$ cat config.mk
export PLATFORM = sky130hd
export DESIGN_NAME = sig_table_loader_flat
export DESIGN_NICKNAME = d
export VERILOG_FILES = /design/src/rtl/sig_table_loader_pkg.sv /design/src/rtl/sig_table_loader_if.sv /design/src/rtl/sig_table_loader.sv /design/src/flat_wrapper.sv
export SDC_FILE = /design/constraint.sdc
export NUM_CORES = 1
export LEC_CHECK = 0
export BUFFER_PORTS_ARGS = -buffer_cell sky130_fd_sc_hd__buf_2
export CORE_ASPECT_RATIO = 1.25
export CORE_UTILIZATION = 50
export CTS_CLUSTER_DIAMETER = 120
export DETAILED_ROUTE_END_ITERATION = 16
export MAX_ROUTING_LAYER = met4
export PLACE_DENSITY = 0.75
export SLEW_MARGIN = 20
export SYNTH_ARGS = -nofsm -noshare
export SYNTH_HDL_FRONTEND = slang
export SYNTH_SLANG_ARGS = --single-unit
$ cat constraint.sdc
create_clock -name clk -period 1.51 [get_ports clk]
set_input_delay 0 -clock clk [delete_from_list [all_inputs] [get_ports clk]]
set_output_delay 0 -clock clk [all_outputs]
set_load 0.005 [all_outputs]
$ cat src/rtl/sig_table_loader_pkg.sv
// Shared definitions for the sigmoid activation table loader and reader.
//   - state_t     : loader FSM states
//   - table_size  : number of entries in a table with a given address width
//   - offset_bin  : two's-complement code -> offset-binary address (MSB invert)
package sig_table_loader_pkg;

  typedef enum logic {
    ST_IDLE = 1'b0,
    ST_LOAD = 1'b1
  } state_t;

  localparam int unsigned DEF_IN_W = 10;

  function automatic int unsigned table_size(input int unsigned w);
    return 32'd1 << w;
  endfunction

  localparam int unsigned DEF_TABLE_SIZE = table_size(DEF_IN_W);

  // Reader addresses entry x at x + 2^(w-1) (mod 2^w); for a two's-complement
  // code that is just the code with its sign bit flipped.
  function automatic int unsigned offset_bin(input int unsigned code, input int unsigned w);
    return code ^ (32'd1 << (w - 32'd1));
  endfunction

endpackage

$ cat src/rtl/sig_table_loader_if.sv
// Valid/ready entry stream feeding the table loader.
//   in_valid : source entry valid            (master -> slave)
//   in_data  : source entry value            (master -> slave)
//   in_ready : loader accepts entry this cycle (slave -> master)
interface sig_table_loader_if #(
  parameter int unsigned dataWidth = 16
);
  import sig_table_loader_pkg::*;

  logic                 in_valid;
  logic [dataWidth-1:0] in_data;
  logic                 in_ready;

  modport master (output in_valid, output in_data, input in_ready);
  modport slave  (input in_valid, input in_data, output in_ready);

endinterface

$ cat src/rtl/sig_table_loader.sv
// Writer side of the sigmoid activation LUT. Accepts 2^inWidth entries over a
// valid/ready stream and drives the table memory's synchronous write port,
// generating offset-binary addresses for either source ordering.
// Ports:
//   clk, rst_n        : clock, asynchronous active-low reset
//   load_start        : pulse, begins a full-table load (IDLE only)
//   load_abort        : pulse, cancels an in-progress load
//   src               : entry stream (in_valid / in_data / in_ready)
//   wr_en/addr/data   : memory write port, one cycle after each handshake
//   busy              : load in progress
//   table_valid       : table fully loaded since last start/abort/reset
//   load_done         : pulse coinciding with the final entry's write
module sig_table_loader
  import sig_table_loader_pkg::*;
#(
  parameter int unsigned inWidth   = DEF_IN_W,
  parameter int unsigned dataWidth = 16,
  parameter int unsigned srcOrder  = 0
) (
  input  logic                 clk,
  input  logic                 rst_n,
  input  logic                 load_start,
  input  logic                 load_abort,
  sig_table_loader_if.slave    src,
  output logic                 wr_en,
  output logic [inWidth-1:0]   wr_addr,
  output logic [dataWidth-1:0] wr_data,
  output logic                 busy,
  output logic                 table_valid,
  output logic                 load_done
);

  localparam logic [inWidth-1:0] LAST_IDX = inWidth'(table_size(inWidth) - 32'd1);

  state_t             state;
  state_t             state_nxt;
  logic [inWidth-1:0] cnt;
  logic [inWidth-1:0] addr_map;
  logic               accept;
  logic               last_entry;
  logic               start_ok;

  // Abort wins over a same-cycle handshake: that entry is dropped.
  assign accept     = src.in_valid && src.in_ready && !load_abort;
  assign last_entry = (cnt == LAST_IDX);
  assign start_ok   = (state == ST_IDLE) && load_start;

  generate
    if (srcOrder == 1) begin : g_code_order
      assign addr_map = inWidth'(offset_bin(32'(cnt), inWidth));
    end else begin : g_ascending
      assign addr_map = cnt;
    end
  endgenerate

  // State register
  always_ff @(posedge clk or negedge rst_n) begin
    if (!rst_n) state <= ST_IDLE;
    else        state <= state_nxt;
  end

  // Next-state logic
  always_comb begin
    state_nxt = state;
    case (state)
      ST_IDLE: if (load_start) state_nxt = ST_LOAD;
      ST_LOAD: begin
        if (load_abort)                 state_nxt = ST_IDLE;
        else if (accept && last_entry)  state_nxt = ST_IDLE;
      end
      default: state_nxt = ST_IDLE;
    endcase
  end

  // Outputs decoded from state; in_ready never depends on in_valid.
  always_comb begin
    src.in_ready = (state == ST_LOAD);
    busy         = (state == ST_LOAD);
  end

  // Write stage: registered one cycle after the handshake
  always_ff @(posedge clk or negedge rst_n) begin
    if (!rst_n) begin
      cnt         <= '0;
      wr_en       <= 1'b0;
      wr_addr     <= '0;
      wr_data     <= '0;
      table_valid <= 1'b0;
      load_done   <= 1'b0;
    end else begin
      wr_en     <= accept;
      load_done <= accept && last_entry;
      if (start_ok) begin
        cnt         <= '0;
        table_valid <= 1'b0;
      end else if (accept) begin
        cnt     <= last_entry ? '0 : cnt + 1'b1;
        wr_addr <= addr_map;
        wr_data <= src.in_data;
        if (last_entry) table_valid <= 1'b1;
      end
    end
  end

endmodule

$ cat src/flat_wrapper.sv
// flat-port wrapper written by rule: the top's interface ports become plain ports
module sig_table_loader_flat import sig_table_loader_pkg::*;
#(
  parameter int unsigned inWidth   = DEF_IN_W,
  parameter int unsigned dataWidth = 16,
  parameter int unsigned srcOrder  = 0
)
  (clk, rst_n, load_start, load_abort, wr_en, wr_addr, wr_data, busy, table_valid, load_done, src_in_valid, src_in_data, src_in_ready);
  sig_table_loader_if #(.dataWidth(dataWidth)) src_i ();
  input  logic clk;
  input  logic rst_n;
  input  logic load_start;
  input  logic load_abort;
  output logic wr_en;
  output logic [inWidth-1:0] wr_addr;
  output logic [dataWidth-1:0] wr_data;
  output logic busy;
  output logic table_valid;
  output logic load_done;
  input wire logic [$bits(src_i.in_valid)-1:0] src_in_valid;
  input wire logic [$bits(src_i.in_data)-1:0] src_in_data;
  output wire logic [$bits(src_i.in_ready)-1:0] src_in_ready;
  assign src_i.in_valid = src_in_valid;
  assign src_i.in_data = src_in_data;
  assign src_in_ready = src_i.in_ready;
  sig_table_loader #(.inWidth(inWidth), .dataWidth(dataWidth), .srcOrder(srcOrder)) u_core (.clk(clk), .rst_n(rst_n), .load_start(load_start), .load_abort(load_abort), .src(src_i), .wr_en(wr_en), .wr_addr(wr_addr), .wr_data(wr_data), .busy(busy), .table_valid(table_valid), .load_done(load_done));
endmodule
Word-level counts from Yosys, hierarchy flattened
Cells that the tools add are included.
- add/sub/neg operators: 1
- equal/unequal tests: 1
- mux-type cells: 10
- bitwise gates (word level): 2
- reduce and logical (&&, ||, !) cells: 9
- operator list (kind ; count):
    10-bit 2-to-1 mux ; 3
    10-bit by 1-bit adder with 10-bit output, second input constant ; 1
    10-bit equality test, second input constant ; 1
    1-bit 2-to-1 mux ; 6
    1-bit logical AND ; 4
    2-bit AND reduction ; 2
    2-bit nonzero test ; 2
    1-bit NOT ; 2
    1-bit case mux with 2 select lines ; 1
    1-bit zero test ; 1
- register bits after elaboration: 40
- bits of input ports: 21

Logic depth before layout (Yosys ltp)
Gate-level depths: netlist of run 1.
- word-level depth: 6
- depth in mapped cells: 6
- mapped depth without buffers: 5

Worst setup path after synthesis of run 1
OpenSTA, ideal clock, no wires.
- path type: register to register
- from: register u_core.state, in the netlist u_core.busy
- to: register u_core.cnt[7], in the netlist u_core.addr_map[7]
- setup time: 0.125 ns
- arrival time: 1.246 ns
- data required time: 1.385 ns
- setup slack: 0.139 ns
- stages on the path, launching flop included: 6
- path buffers: 1
- clock period less this slack: 1.371 ns
- path through: dfrtp_1 nand2b_4 buf_6 a2111oi_4 xnor2_1 nor2_2
- word-level cells in the longest chain between the ends: 3
- elaborated cells on any way between the ends: 6
- those cells by class: mux (1); bitwise (1); reduce/logical (4)
- RTL lines (what ; line ; source):
    start: declaration ; sig_table_loader.sv:35 ; state_t state;
    start signal: assignment ; sig_table_loader.sv:59 ; else state <= state_nxt;
    1-bit logical AND / 1-bit NOT (equally long branches) ; sig_table_loader.sv:44, sig_table_loader.sv:46 ;
    1-bit logical AND (on tied branches) ; sig_table_loader.sv:44, sig_table_loader.sv:46 ;
    2-bit nonzero test (no line) / 10-bit 2-to-1 mux (equally long branches) ; - ;
    end signal: assignment ; sig_table_loader.sv:97 ; cnt <= last_entry ? '0 : cnt + 1'b1;
    end: declaration ; sig_table_loader.sv:37 ; logic [inWidth-1:0] cnt;
Several ways; a longest one is shown, not always the timed one.
A chain may end at the register's enable or synchronous reset.

Worst setup path after layout of run 1
- from: input port load_abort
- to: register u_core.cnt[3], in the netlist u_core.addr_map[3]
- word-level cells in the longest chain between the ends: 3
- RTL lines (what ; line ; source):
    start: declaration ; flat_wrapper.sv:13 ; input logic load_abort;
    1-bit zero test ; sig_table_loader.sv:44 ; assign accept = src.in_valid && src.in_ready && !load_abort;
    1-bit logical AND ; sig_table_loader.sv:44 ;
    2-bit nonzero test (no line) ; - ;
Every way passes these cells.

==> results of run 1 <==
[how the worst min path moves through the flow]
stage / startpoint / to / slack (ns) / depth (start not counted)
6_report: load_start / u_core.addr_map[4] / 0.03 / 3
5_1_grt: load_start / u_core.addr_map[4] / 0.05 / 3
4_1_cts: load_start / u_core.addr_map[4] / 0.03 / 3
3_5_place_dp: rst_n / u_core.wr_addr[2] / 0.08 / 2
3_3_place_gp: rst_n / u_core.wr_addr[3] / 0.08 / 2
2_1_floorplan: rst_n / u_core.addr_map[0] / -0.30 / 0
[per-stage QoR]
stage	power, mW	cell area, um2	setup slack, ns
CTS	2.46	2330	0.0496
global route	2.60	2350	0.0254
floorplan	1.50	1720	0.139
global placement	1.70	2060	0.158
finish	2.44	2350	0.0895
detailed placement	1.72	2060	0.100
[worst register-to-register path: cells and delay by family, from the launching register on]
kind,cells,cell delay [ns]
DFF,1,0.44
AOI/OAI and AO/OA,1,0.40
and+or+nand+nor,2,0.24
xor gates and xnor gates,1,0.19
[metal layers]
metal  global-route usage [%]  vias up  wire length [um]
li1                         -      718                 -
met5                        -        -                 0
met4                     7.69        0                40
met3                     4.73        4               146
met1                     28.7      650              1640
met2                     39.0       44              1900
[cell families after synthesis]
kind of cell / after synthesis / share of synthesized area (%)
muxes: 1 / 0.583
AOI/OAI and AO/OA: 14 / 7.36
and+or+nand+nor: 104 / 27.7
buffers and inverters: 9 / 2.84
DFF: 40 / 58.3
xor gates and xnor gates: 5 / 2.55
adders and majority gates: 1 / 0.728
[sequential cells by signal, summed over array words and instances, names as in the netlist]
name,cells
u_core.wr_addr,10
u_core.load_done,1
u_core.wr_en,1
u_core.table_valid,1
u_core.busy,1
u_core.wr_data,16
u_core.addr_map,10
[cell type report]
cell class,count,area (um2)
fill,253,905
tap,37,46.3
multi-input combinational,125,679
sequential,40,1000
timing repair buffer,81,526
inverter,1,3.75
clock buffer,8,90.1
[synthesized netlist by cell type, types with 2 or more instances]
library cell  instances
dfrtp_1              40
nand2_2               2
xor2_1                2
o21ai_0               5
o21ai_1               2
nand2_1              81
buf_2                 3
nand4_1               2
nand3_1               5
xnor2_1               3
nor2_1                4
clkbuf_1              2
[power breakdown]
| group | internal (mW) | switching (mW) |
|---|---|---|
| registers | 1.21 | 0.0792 |
| logic | 0.222 | 0.230 |
| clock network | 0.372 | 0.327 |
| total | 1.80 | 0.636 |
[repair_timing]
action,CTS,global route
endpoints found under the hold margin,57,0
hold buffers,18,0
setup endpoints to repair,0,2
gates resized for setup,0,3
==> impl_results.md, run 1 <==
* Syn avg cell area at 9.87 um2
* Power Density at 1040 mW/mm2
* Critical path buffer and inverter count at 3
* DIE WIDTH at 54.4 um
* Layout Nets at 276
* Root Driver: clkbuf_8
* Max-Cap Viols at 0
* Initial DRC Count at 21
* Layout Cells excl Fill at 292
* RD Place Congestion at 0.825
* Vias in the first global route at 1303
* CP Capture Point: u_core.addr_map[3]
* Asr flop ratio synth at 100%
* Seq/Total Area, Yosys at 58.3%
* Total grt overflow at 0
* Die area at 0.00368 mm2
* TritonCTS clock tree: built
* Status: finished, final reports clean
* Initial antenna violation count at 0
* Die Y at 67.5 um
* Clock latency on the worst-skew pair at 0.28 ns
* VDD IR-drop max at 0.802 mV
* Crit path cell chain: dlygate4sd3_1 > buf_2 > nand3b_2 > inv_2 > nand2_2 > o31ai_4 > nor2_1
* Commonest non-fill, non-tap cell in the layout: nand2_1
* Commonest cells after routing, fill and taps aside: nand2_1, buf_2, dfrtp_1
* FF-to-FF path depth at 4
* CTS clk-pin slew, worst paths at 0.07 ns
* Fin. max-slew vios at 0
* Cells after Synth at 174
* Mapped Nets at 196
* Largest net degree at the start of global routing at 41
* Buffers on Ports at 51
* Overall routing resource usage at 23.7%
* Clock tree buffer depth at 2
* Crit. End Element: register
* Clk sinks at 40
* Worst Path Arrival at 1.58 ns
* Ys Warns at 0
* Crit-path max cell delay at 0.53 ns
* FF-to-FF End: u_core.addr_map[7]
* Area growth, synth to finish at 36.6%
* Main synth FF type: dfrtp_1
* Synth Register Bits at 40
* Post-synth top area share at 58.3%
* Starting Density at 52.8%
* Htree depth at 2
* Layout cell share with drive strength beyond 1 at 33.3%
* Setup TNS at 0 ns
* Setup skew after layout at 0.00484 ns
* Ranking of synthesized cells by area: dfrtp_1, nand2_1, a2111oi_4, xnor2_1, nand3_1
* Placed wire-length estimate at 2520 um
* Setup crit start kind: primary input
* Cell family with most CP delay: buffers and inverters
* Critical path depth in cells at 7
* CP Data Required Time at 1.67 ns
* Drt first pass iters at 4
* Setup Viol. Count Final at 0
* Internal reg-to-reg setup slack at 0.13 ns
* Crit path kind: primary input to register
* Hold Slack at 0.0337 ns
* Period utilization at 94.1%
* Num CTS Buffers at 5
* # DRC at 0
* Max Clk Rate at 704 MHz
* RSZ-0062 raised after global routing: false
* Synth unique cells at 35
* Biggest area consumer among synthesized cells: dfrtp_1
* Ant diodes at 0
* Inst Count DP at 266
* Vias at 1416
* First-pass GRT wire length at 5920 um
* Max FO, Critical Path at 5
* Routed WL per cell at 12.8 um
* Worst-Margin Slew at 0.496 ns
* Slowest CP cell: dlygate4sd3_1
* Max_slew headroom at 66.9%
* FF-to-FF Start: u_core.busy
* Static Leak at 1.27 nW
* Post-layout util at 72.2%
* # rows at 23
* Final min period at 1.42 ns
* Core area at 0.00325 mm2
* Antenna-violating nets left at 0
* CP Launch Point: load_abort
* IO Pins at 52
* Vias/cell at 4.85
* Routed WL at 3720 um
* # Post-CTS Setup Buffers at 0
* Hold Path Class: primary input to register
* Endpoints failing hold at 0
* Cell Area, Synth at 0.00172 mm2
* EDFF count, synth at 0
(Power assumes the default switching activity.)
==> run 2: changes to the inputs <==
--- a/config.mk
+++ b/config.mk
@@ -7,11 +7,11 @@
 export LEC_CHECK = 0
 export BUFFER_PORTS_ARGS = -buffer_cell sky130_fd_sc_hd__buf_2
 export CORE_ASPECT_RATIO = 1.25
-export CORE_UTILIZATION = 50
+export CORE_UTILIZATION = 54
 export CTS_CLUSTER_DIAMETER = 120
 export DETAILED_ROUTE_END_ITERATION = 16
 export MAX_ROUTING_LAYER = met4
-export PLACE_DENSITY = 0.75
+export PLACE_DENSITY = 0.8
 export SLEW_MARGIN = 20
 export SYNTH_ARGS = -nofsm -noshare
 export SYNTH_HDL_FRONTEND = slang
==> constraint.sdc (replaced) <==
create_clock -name clk -period 1.79 [get_ports clk]
set_input_delay 0 -clock clk [delete_from_list [all_inputs] [get_ports clk]]
set_output_delay 0 -clock clk [all_outputs]
set_load 0.005 [all_outputs]
==> impl_results.md, run 2 (synthesis gave the netlist of run 1 again) <==
* RSZ-0062 raised after global routing: false
* Crit. End Element: register
* Max Clk Rate at 671 MHz
* Buffers on Ports at 51
* Hold Path Class: primary input to register
* Layout cell share with drive strength beyond 1 at 30.1%
* Die Y at 65.1 um
* Inst Count DP at 257
* Root Driver: clkbuf_4
* CP Launch Point: u_core.busy
* Setup skew after layout at 0.00558 ns
* Status: finished, final reports clean
* Max reg flops at 16
* Share of power burned in registers at 58.1%
* IO Pins at 52
* FF-to-FF End: u_core.addr_map[4]
* Drt first pass iters at 4
* Period utilization at 83.2%
* Endpoints failing hold at 0
* Hold Slack at 0.0199 ns
* VDD IR-drop max at 0.746 mV
* Critical path buffer and inverter count at 2
* Initial DRC Count at 58
* Antenna-violating nets left at 0
* Clk pwr share at 22.0%
* Routed WL at 3690 um
* CTS clk-pin slew, worst paths at 0.11 ns
* Ant diodes at 0
* Largest net degree at the start of global routing at 41
* Hold Path Depth at 3
* First-pass GRT wire length at 6110 um
* DIE WIDTH at 52.5 um
* Core area at 0.00297 mm2
* Slowest CP cell: dfrtp_1
* Commonest cells after routing, fill and taps aside: nand2_1, buf_2, dfrtp_1
* Largest register by flop count: u_core.wr_data
* RD Place Congestion at 0.887
* Routed WL per cell at 13.1 um
* # DRC at 0
* Crit path cell chain: nand3b_2 > inv_2 > buf_4 > nand4_1 > xor2_1 > nor2_1
* Num CTS Buffers at 5
* TritonCTS clock tree: built
* Net Switching at 0.534 mW
* Vias at 1439
* CP Data Required Time at 2.02 ns
* Overall routing resource usage at 25.1%
* Max FO, Critical Path at 30
* Max_slew headroom at 42.9%
* Setup Viol. Count Final at 0
* Initial antenna violation count at 0
* Fin. max-slew vios at 0
* Worst Path Arrival at 1.72 ns
* Combinational power share at 19.9%
* Worst-Margin Slew at 0.856 ns
* Int Power at 1.35 mW
* Power Density at 843 mW/mm2
* Min-Delay Endpoint: u_core.addr_map[4]
* Setup TNS at 0 ns
* Hold Crit Start: load_start
* Crit path kind: register to register
* Starting Density at 57.8%
* Area growth, synth to finish at 29.8%
* Crit-path max cell delay at 0.44 ns
* Max-Cap Viols at 0
* Layout Cells excl Fill at 282
* Total grt overflow at 0
* Layout Nets at 268
* Filler cells at 215
* Internal reg-to-reg setup slack at 0.30 ns
* Htree depth at 2
* Commonest non-fill, non-tap cell in the layout: nand2_1
* Final Power at 1.88 mW
* Switching Share at 28.4%
* Cell family with most CP delay: flip-flops
* Final min period at 1.49 ns
* Die area at 0.00341 mm2
* FF-to-FF Start: u_core.busy
* Placed wire-length estimate at 2440 um
* Vias in the first global route at 1414
* # rows at 22
* Setup crit start kind: register
* FF-to-FF path depth at 6
* Clk sinks at 40
* Static Leak at 1.21 nW
* Vias/cell at 5.10
* Clock latency on the worst-skew pair at 0.33 ns
* Clock tree buffer depth at 2
* Post-layout util at 75.0%
## run 2: area by class of cell
| class | instances | area, um2 | area share, % |
|---|---|---|---|
| flip-flops and latches | 40 | 1000 | 44.9 |
| well taps | 36 | 45.0 | 2.02 |
| repair buffers | 73 | 465 | 20.9 |
| clock inverters | 1 | 5.00 | 0.224 |
| multi-input cells | 125 | 668 | 30.0 |
| inverters | 1 | 3.75 | 0.168 |
| clock buffers | 6 | 41.3 | 1.85 |
## run 2: what timing repair did
action / in CTS / in global routing
endpoints found under the setup margin: 0 / 0
hold endpoints to repair: 57 / 0
buffers inserted: 0 / 0
hold buffers: 18 / 0
gates resized for setup: 0 / 0
## run 2: per-layer routing
metal  vias up  routed length (um)  track usage (%)
met5         -                   0                -
met2        47                1970             43.0
met1       687                1560             29.4
met4         0                   6             5.92
met3         2                 163             5.87
li1        703                   -                -
## run 2: metrics by stage
step	setup slack [ns]	cell area, um2
2_1_floorplan	0.419	1720
3_3_place_gp	0.364	2000
3_5_place_dp	0.330	2000
4_1_cts	0.292	2230
5_1_grt	0.185	2230
6_report	0.301	2230
## run 2: worst max-delay path by stage
stage | to | slack, ns | cells past startpoint
6_report | u_core.addr_map[4] | 0.30 | 6
5_1_grt | u_core.addr_map[4] | 0.19 | 6
4_1_cts | u_core.addr_map[4] | 0.29 | 6
3_5_place_dp | u_core.addr_map[4] | 0.33 | 6
3_3_place_gp | u_core.addr_map[9] | 0.36 | 4
2_1_floorplan | u_core.addr_map[7] | 0.42 | 5
## run 2: worst min-delay path, cell delays in order
cell and delay [ns]:
buf_2 0.11, and2b_1 0.15, nor2_1 0.06
## run 2: power by group through the flow
stage                     Sequential [mW]  Clock [mW]  Combinational [mW]
after detailed placement             1.11           0               0.344
after CTS                            1.09       0.423               0.375
after global routing                 1.11       0.460               0.425
after global placement               1.10           0               0.332
final                                1.09       0.414               0.375
after floorplan                      1.11           0               0.151
